==> config.mk <==
export PLATFORM = sky130hd
export DESIGN_NAME = mdl_bram_rd_streamer
export DESIGN_NICKNAME = d
export VERILOG_FILES = /design/src/rtl/mdl_bram_rd_streamer.sv
export SDC_FILE = /design/constraint.sdc
export NUM_CORES = 1
export LEC_CHECK = 0
export ABC_CLOCK_PERIOD_IN_PS = 6610
export CAP_MARGIN = 20
export CORE_UTILIZATION = 37
export DETAILED_ROUTE_END_ITERATION = 8
export GPL_TIMING_DRIVEN = 0
export PLACE_DENSITY_LB_ADDON = 0.2
export SLEW_MARGIN = 40
export SYNTH_ARGS = -nofsm -noshare
export SYNTH_HDL_FRONTEND = slang
export SYNTH_SLANG_ARGS = --single-unit
==> constraint.sdc <==
create_clock -name iSYS_CLK -period 6.61 [get_ports iSYS_CLK]
set_input_delay 1.983 -clock iSYS_CLK [delete_from_list [all_inputs] [get_ports iSYS_CLK]]
set_output_delay 1.983 -clock iSYS_CLK [all_outputs]
set_load 0.02 [all_outputs]
==> src/rtl/mdl_bram_rd_streamer.sv <==
// Purpose: walks a contiguous BRAM address range on a start command and streams the words out (valid/ready + last).
// Latency: start in cycle N -> first read strobe N+1, first stream beat N+3, then 1 beat/cycle with ready high.
// Backpressure: reads are credit-limited so FIFO entries plus reads in flight never exceed 4; stalled beats hold data/last.
//
// Ports:
//   iSYS_CLK, iSYS_RSTn       clock, asynchronous active-low reset
//   iSTART, iBASE, iLEN       command (sampled only while idle)
//   oBUSY, oDONE              status: busy until the done pulse, one-cycle done
//   oEN, oWE, oADR, iDOUT     BRAM port (read-only use, 1-cycle read latency)
//   oTVALID, oTDATA, oTLAST, iTREADY   output stream

// Small generic FIFO: push is unconditional (caller guarantees room), pop on rd_vld & rd_rdy.
// Latency: a pushed word is visible at the head on the cycle after the push.
// Backpressure: none internally; occupancy is exported so the caller can meter pushes.
module mdl_bram_rd_fifo #(
  parameter int W     = 32,
  parameter int DEPTH = 4
) (
  input  logic                     clk,
  input  logic                     rst_n,
  input  logic                     wr_vld,
  input  logic [W-1:0]             wr_dat,
  input  logic                     rd_rdy,
  output logic                     rd_vld,
  output logic [W-1:0]             rd_dat,
  output logic [$clog2(DEPTH):0]   count
);
  localparam int AW = $clog2(DEPTH);

  logic [W-1:0]  mem [DEPTH];
  logic [AW-1:0] wr_ptr;
  logic [AW-1:0] rd_ptr;
  logic          pop;

  assign pop    = rd_vld & rd_rdy;
  assign rd_vld = (count != '0);
  assign rd_dat = mem[rd_ptr];

  always_ff @(posedge clk or negedge rst_n) begin
    if (!rst_n) begin
      wr_ptr <= '0;
      rd_ptr <= '0;
      count  <= '0;
    end else begin
      if (wr_vld) wr_ptr <= wr_ptr + 1'b1;
      if (pop)    rd_ptr <= rd_ptr + 1'b1;
      case ({wr_vld, pop})
        2'b10:   count <= count + 1'b1;
        2'b01:   count <= count - 1'b1;
        default: count <= count;
      endcase
    end
  end

  // Storage needs no reset: nothing is read until it has been written.
  always_ff @(posedge clk) begin
    if (wr_vld) mem[wr_ptr] <= wr_dat;
  end
endmodule

module mdl_bram_rd_streamer #(
  parameter int PRM_DRAM = 32,
  parameter int PRM_ADDR = 12,
  parameter int PRM_LEN  = 13
) (
  input  logic                iSYS_CLK,
  input  logic                iSYS_RSTn,
  input  logic                iSTART,
  input  logic [PRM_ADDR-1:0] iBASE,
  input  logic [PRM_LEN-1:0]  iLEN,
  output logic                oBUSY,
  output logic                oDONE,
  output logic                oEN,
  output logic                oWE,
  output logic [PRM_ADDR-1:0] oADR,
  input  logic [PRM_DRAM-1:0] iDOUT,
  output logic                oTVALID,
  output logic [PRM_DRAM-1:0] oTDATA,
  output logic                oTLAST,
  input  logic                iTREADY
);
  typedef enum logic [1:0] {S_IDLE, S_RUN, S_DRAIN, S_FIN} state_t;

  state_t               state;
  state_t               state_nxt;
  logic [PRM_ADDR-1:0]  base;
  logic [PRM_LEN-1:0]   len;
  logic [PRM_LEN-1:0]   issued;
  logic [PRM_LEN-1:0]   popped;
  logic                 en_q;       // read issued last cycle: its word is on iDOUT now
  logic [2:0]           fifo_count;
  logic                 fifo_vld;
  logic [PRM_DRAM-1:0]  fifo_dat;
  logic                 start_ok;
  logic                 room;
  logic                 beat;

  assign start_ok = (state == S_IDLE) && iSTART;

  // Credit: words queued plus the one read in flight must leave a slot for a new read.
  assign room  = (fifo_count + {2'b00, en_q}) < 3'd4;
  assign oEN   = (state == S_RUN) && (issued != len) && room;
  assign oWE   = 1'b0;
  // Address arithmetic truncates to PRM_ADDR bits, so ranges wrap past the top of memory.
  assign oADR  = (state == S_RUN) ? (base + issued[PRM_ADDR-1:0]) : '0;
  assign oBUSY = (state != S_IDLE);

  // Gate data with valid so the stream bus reads 0 after reset regardless of FIFO storage.
  assign oTVALID = fifo_vld;
  assign oTDATA  = fifo_vld ? fifo_dat : '0;
  assign oTLAST  = fifo_vld && (popped == len - 1'b1);
  assign beat    = fifo_vld && iTREADY;

  mdl_bram_rd_fifo #(
    .W     (PRM_DRAM),
    .DEPTH (4)
  ) u_fifo (
    .clk    (iSYS_CLK),
    .rst_n  (iSYS_RSTn),
    .wr_vld (en_q),
    .wr_dat (iDOUT),
    .rd_rdy (iTREADY),
    .rd_vld (fifo_vld),
    .rd_dat (fifo_dat),
    .count  (fifo_count)
  );

  always_ff @(posedge iSYS_CLK or negedge iSYS_RSTn) begin
    if (!iSYS_RSTn) begin
      state  <= S_IDLE;
      base   <= '0;
      len    <= '0;
      issued <= '0;
      popped <= '0;
      en_q   <= 1'b0;
    end else begin
      state <= state_nxt;
      en_q  <= oEN;
      if (start_ok) begin
        base   <= iBASE;
        len    <= iLEN;
        issued <= '0;
        popped <= '0;
      end else begin
        if (oEN)  issued <= issued + 1'b1;
        if (beat) popped <= popped + 1'b1;
      end
    end
  end

  always_comb begin
    state_nxt = state;
    oDONE     = 1'b0;
    case (state)
      S_IDLE: begin
        if (iSTART) state_nxt = (iLEN == '0) ? S_FIN : S_RUN;
      end
      S_RUN: begin
        // Leave on the final issue; the last word cannot reach the stream before DRAIN.
        if (oEN && (issued == len - 1'b1)) state_nxt = S_DRAIN;
      end
      S_DRAIN: begin
        if (beat && oTLAST) state_nxt = S_FIN;
      end
      S_FIN: begin
        oDONE     = 1'b1;
        state_nxt = S_IDLE;
      end
      default: state_nxt = S_IDLE;
    endcase
  end
endmodule
## Yosys cells after proc, flatten, opt, wreduce, memory -nomap -nowiden

Memories as Yosys holds them, arrays and structs flattened.
Cells that the tools add are included.

- Register bits: 61
- Bits in writable memories: 128
- Output and inout port bits: 50
- Logic and storage cells: 62
- Memories: 1

Memories:

| memory | words | width | read ports | clocked after memory_dff | wr ports | line | text |
|---|---|---|---|---|---|---|---|
| u_fifo.mem | 4 | 32 | 1 | 0 | 1 | 30 | `logic [W-1:0] mem [DEPTH];` |

- Add/subtract/negate cells: 9
- $lt $le $gt $ge: 1
- Eq/ne operators: 11
- Muxes and demuxes: 15
- Bitwise logic cells: 1
- Reduce and logical (&&, ||, !) cells: 15

Operators with widths:

| operator | number |
|---|---|
| 13-bit 2-to-1 mux | 4 |
| 32-bit 2-to-1 mux | 1 |
| 13-bit by 1-bit adder with 13-bit output (second input constant) | 2 |
| 13-bit == test | 2 |
| 13-bit zero test | 1 |
| 13-bit inequality test | 1 |
| 13-bit by 1-bit subtractor with 13-bit output (second input constant) | 1 |
| 12-bit adder | 1 |
| 12-bit 2-to-1 mux | 1 |
| 2-bit 2-to-1 mux | 4 |
| 2-bit one-hot mux with 4 select lines | 1 |
| 2-bit nonzero test | 4 |
| 1-bit logical AND | 7 |
| 2-bit == test (second input constant) | 3 |
| 3-bit one-hot mux with 2 select lines | 1 |
| 2-bit by 1-bit adder with 2-bit output (second input constant) | 2 |
| 2-bit by 1-bit == test with 1-bit output (second input constant) | 2 |
| 2-bit inequality test (second input constant) | 2 |
| 3-bit by 1-bit adder with 3-bit output | 1 |
| 3-bit by 1-bit adder with 3-bit output (second input constant) | 1 |
| 3-bit < comparator (second input constant) | 1 |
| 1-bit 2-to-1 mux | 3 |
| 3-bit AND reduction | 1 |
| 3-bit nonzero test | 1 |
| 4 further kinds | 4 |

## Logic depth before layout (Yosys ltp)

- Depth after elaboration: 6
- Mapped depth: 10
- Mapped depth without buffers: 9

## Modules after synthesis

From an unflattened synthesis, not the netlist that was laid out.

- Cell total of the unflattened synthesis: 699
- Area, all modules: 9103.7 um^2

By module, submodules not included:

| module | instances | cells an instance | area an instance (um^2) | sequential area each (um^2) |
|---|---|---|---|---|
| mdl_bram_rd_fifo | 1 | 204 | 5068.6 | 4018.9 |
| mdl_bram_rd_streamer | 1 | 495 | 4035.1 | 1351.3 |

## Worst setup path before layout

OpenSTA, ideal clock, no wires.

- Path kind: reg2out
- Start: register issued[0]
- End: output port oADR[8]
- Arrival time: 2544 ps
- Setup slack: 2083 ps
- Cell stages (with the launch flop): 10
- Buffers on the path: 0
- Path through: dfrtp_1 > ha_1 > fa_1 > a21o_1 > a21oi_1 > o21bai_1 > a2111oi_0 > nor2_1 > xnor2_1 > nor2b_1

- Longest elaborated chain between the ends: 2

RTL lines:

| what | line | text |
|---|---|---|
| from (decl) | 88 | `logic [PRM_LEN-1:0] issued;` |
| from (signal assigned) | 145 | `if (oEN) issued <= issued + 1'b1;` |
| 12-bit adder | 105 | `assign oADR = (state == S_RUN) ? (base + issued[PRM_ADDR-1:0]) : '0;` |
| 12-bit 2-to-1 mux | 105 |  |
| to (decl) | 75 | `output logic [PRM_ADDR-1:0] oADR,` |

Every way passes these cells.

## Worst setup path in the final report

- Start: register issued[0]
- End: output port oADR[10]

The elaborated chain is that of the path after synthesis.

==> run summary <==
status: complete, no violations
top_reg_cell synth: edfxtp_1
Die W: 158.6 um
Hold Crit Class: reg -> reg
pin count of the biggest net entering global routing: 37
initial antenna violation count: 0
worst path cell trace: ha_1 -> fa_1 -> a21o_1 -> a21oi_1 -> o21bai_1 -> a2111oi_0 -> o31ai_1 -> xor2_1 -> and2_1 -> clkdlybuf4s50_1
PortBufs: 109
I/O Pins: 111
drt total wl: 19,440 um
Flop pwr share: 32.8%
Setup CP Type: reg -> out
Max Cap Viol: 0
vias: 5,698
routed len/inst: 16.73 um
Post-Synth Adder-Cell Area: 3.750%
XOR/XNOR Fraction of Synth Area: 6.893%
DIE AREA: 25,160 um^2
final worst-path setup slack: 0.7805 ns
Net Count, Synth: 788
Tot Pwr: 5.009 mW
crit path capture type: primary output
Syn. warnings: 0
Synth Area in Simple Gates: 13.52%
Combinational Power Share: 45.4%
clock skew: 0.01407 ns
DRT iter0 DRCs: 287
fin. max-slew vios: 0
P&R area growth vs syn: 23.96%
Buf/Inv on CP: 1
RSZ-0062 raised after global routing: false
core area: 23,750 um^2
Non-Filler Instances: 1,162
Hold Vio Cnt, Final: 0
first-pass GRT wire length: 31,120 um
post-CTS sizing: 0
largest area contributor in the netlist: edfxtp_1
n_diodes: 0
Clk Latency, worst-skew pair: 0.44 ns
Setup crit start kind: register
crit path max fanout: 7
max incr delay on CP: 0.65 ns
TritonCTS clock tree: done
routing usage on met3: 3.865%
setup TNS: 0 ns
routability cong.: 0.8813
switching share of power: 38.22%
Placed Area: 10,600 um^2
layout cell share with drive strength beyond 1: 10.79%
Clock Path Buffers: 2
placed cells: 1,130
cell at the root of the clock tree: clkbuf_16
Sink Count: 189
Synth Area in Compound Gates: 5.638%
clk slew on worst S/H paths: 0.08 ns
crit-path leading delay family: compound AO/OA/AOI/OAI gates
fmax: 0.1715 GHz
chip height: 158.6 um
DR pass1 iterations: 4
gr ovfl total: 0
cts bufs inserted: 17
Finish-stage setup viols: 0
Seq cells post-synth: 189
DRC: 0
Power per Cell Area: 445.2 nW/um^2
most frequent cells in the layout: edfxtp_1 (128), clkdlybuf4s50_1 (108), nand2_1 (91)
syn_area_per_cell: 12.95 um^2
Slew @ Worst Pin: 0.6899 ns
fin nets: 917
Avg Vias per Cell: 4.904
cells after synthesis: 701
Initial Util: 38.21%
Switching Power: 1.914 mW
highest-delay cell along the critical path: a2111oi_0
Worst EP arrival: 3.85 ns
Critical Path RT: 4.63 ns
commonest non-fill, non-tap cell in the layout: edfxtp_1
P_int: 3.094 mW
hold slack: 0.4856 ns
post-route cell area: 11,250 um^2
fin crit share: 88.19%
Max VDD drop: 0.0001894 V
Place WS: 1.214 ns
Setup Fix Bufs, Post-CTS: 0
htree depth: 4
sequential share of the synthesized area: 59.17%
ranking of synthesized cells by area: edfxtp_1 (42%), dfrtp_1 (17%), mux4_2 (7.9%)
# hold bufs at CTS: 0
fin util: 47.37%
mux cell area share after synthesis: 8.271%
Post-synth EDFFs: 128
FP Rows: 56
post-route minimum period: 5.830 ns
ANT nets after route: 0
Detailed Place HPWL: 13,680 um
Most Used Layer, Global Route: met2
main combinational cell family by area after synthesis: simple AND/OR/NAND/NOR gates
Cell variety after synth: 64
met2 Use GR: 26.88%
Total GRT Usage: 16.56%
ys async rst share: 32.28%
Lkg Pwr: 4.198 nW
clock power share: 21.8%
Slew HR: 53.62%
grt met1 use: 22.13%
vias in the first global route: 5,741
Synth top area share: 42.35%
Cell Area, Synth: 9076 um^2
==> path summary, 6_finish.rpt <==
kind | start | endpoint | slack [ns] | depth (start not counted)
min reg2reg | base[6] | base[6] | 0.49 | 2
min in group asynchronous | iSYS_RSTn | base[9] | 1.46 | 1
min | base[6] | base[6] | 0.49 | 2
max | issued[0] | oADR[10] | 0.78 | 10
max in group asynchronous | iSYS_RSTn | popped[4] | 4.62 | 2
max reg2reg | len[3] | state[0] | 3.64 | 9
==> power by group through the flow <==
| stage | sequential (mW) | clock (mW) | combinational [mW] |
|---|---|---|---|
| after floorplan | 1.63 | 0 | 1.52 |
| after global placement | 1.67 | 0 | 2.28 |
| after detailed placement | 1.67 | 0 | 2.30 |
| after CTS | 1.64 | 1.12 | 2.31 |
| after global routing | 1.67 | 1.16 | 2.50 |
| final | 1.64 | 1.09 | 2.28 |
==> flip-flops by register name, indices dropped and copies added (netlist names) <==
| name | flops |
|---|---|
| u_fifo.count | 3 |
| state | 2 |
| base | 12 |
| popped | 13 |
| u_fifo.mem | 128 |
| en_q | 1 |
| issued | 13 |
| u_fifo.rd_ptr | 2 |
| len | 13 |
| u_fifo.wr_ptr | 2 |
==> cell usage after synthesis (2+ instances only) <==
master     number
a211oi_1        4
mux2i_1         3
clkbuf_1       31
xor2_1         32
or4_1           5
a21oi_1        16
inv_1          19
and3_1          4
nand2_1        91
nor2b_1         4
a31oi_1         2
o31ai_1         3
or2_2           5
nor3_1          9
o2111ai_1       3
buf_1           4
a2111oi_0       2
o21bai_1        2
nor2_1         32
buf_4           2
edfxtp_1      128
and2_1         47
o21ai_0        19
fa_1            2
mux4_2         32
nand2b_1        2
a21o_1          5
nand4_1         9
o211ai_1        2
buf_2           2
xnor2_1        35
nor3b_1         2
nand3_1        13
dfrtp_1        61
ha_1           24
or3_1          10
nor4_1          8
==> logic make-up after synthesis <==
group,count (synthesis)
flops,189
other cells,1
compound gates,74
fa+ha+maj,26
simple gates,246
mux,35
xor+xnor,69
buf+inv,61
==> metal layers <==
metal,routed length [um],part of all wire (%),up-vias
met3,905,4.7,18
met4,201,1.0,0
met2,9357,48,115
li1,-,-,2798
met5,0,0,-
met1,8969,46,2767
==> worst register-to-register path: cells and delay by family, from the launching register on <==
kind                   cells  cell delay, ns
AO/OA/AOI/OAI              4            0.93
XOR/XNOR                   1            0.21
buffers and inverters      2            0.34
flip-flops                 1            0.36
AND/OR/NAND/NOR            2            1.05
==> cell type report <==
type                    count  area, um^2
plain buffers              40       171.4
repair buffers            110        1109
flip-flops and latches    189        5370
fillers                  2120       12500
inverters                  21       78.83
clock buffers              17       425.4
multi-input cells         451        3476
well taps                 319       399.1
clock inverters            15       221.5
(Power assumes the default switching activity.)
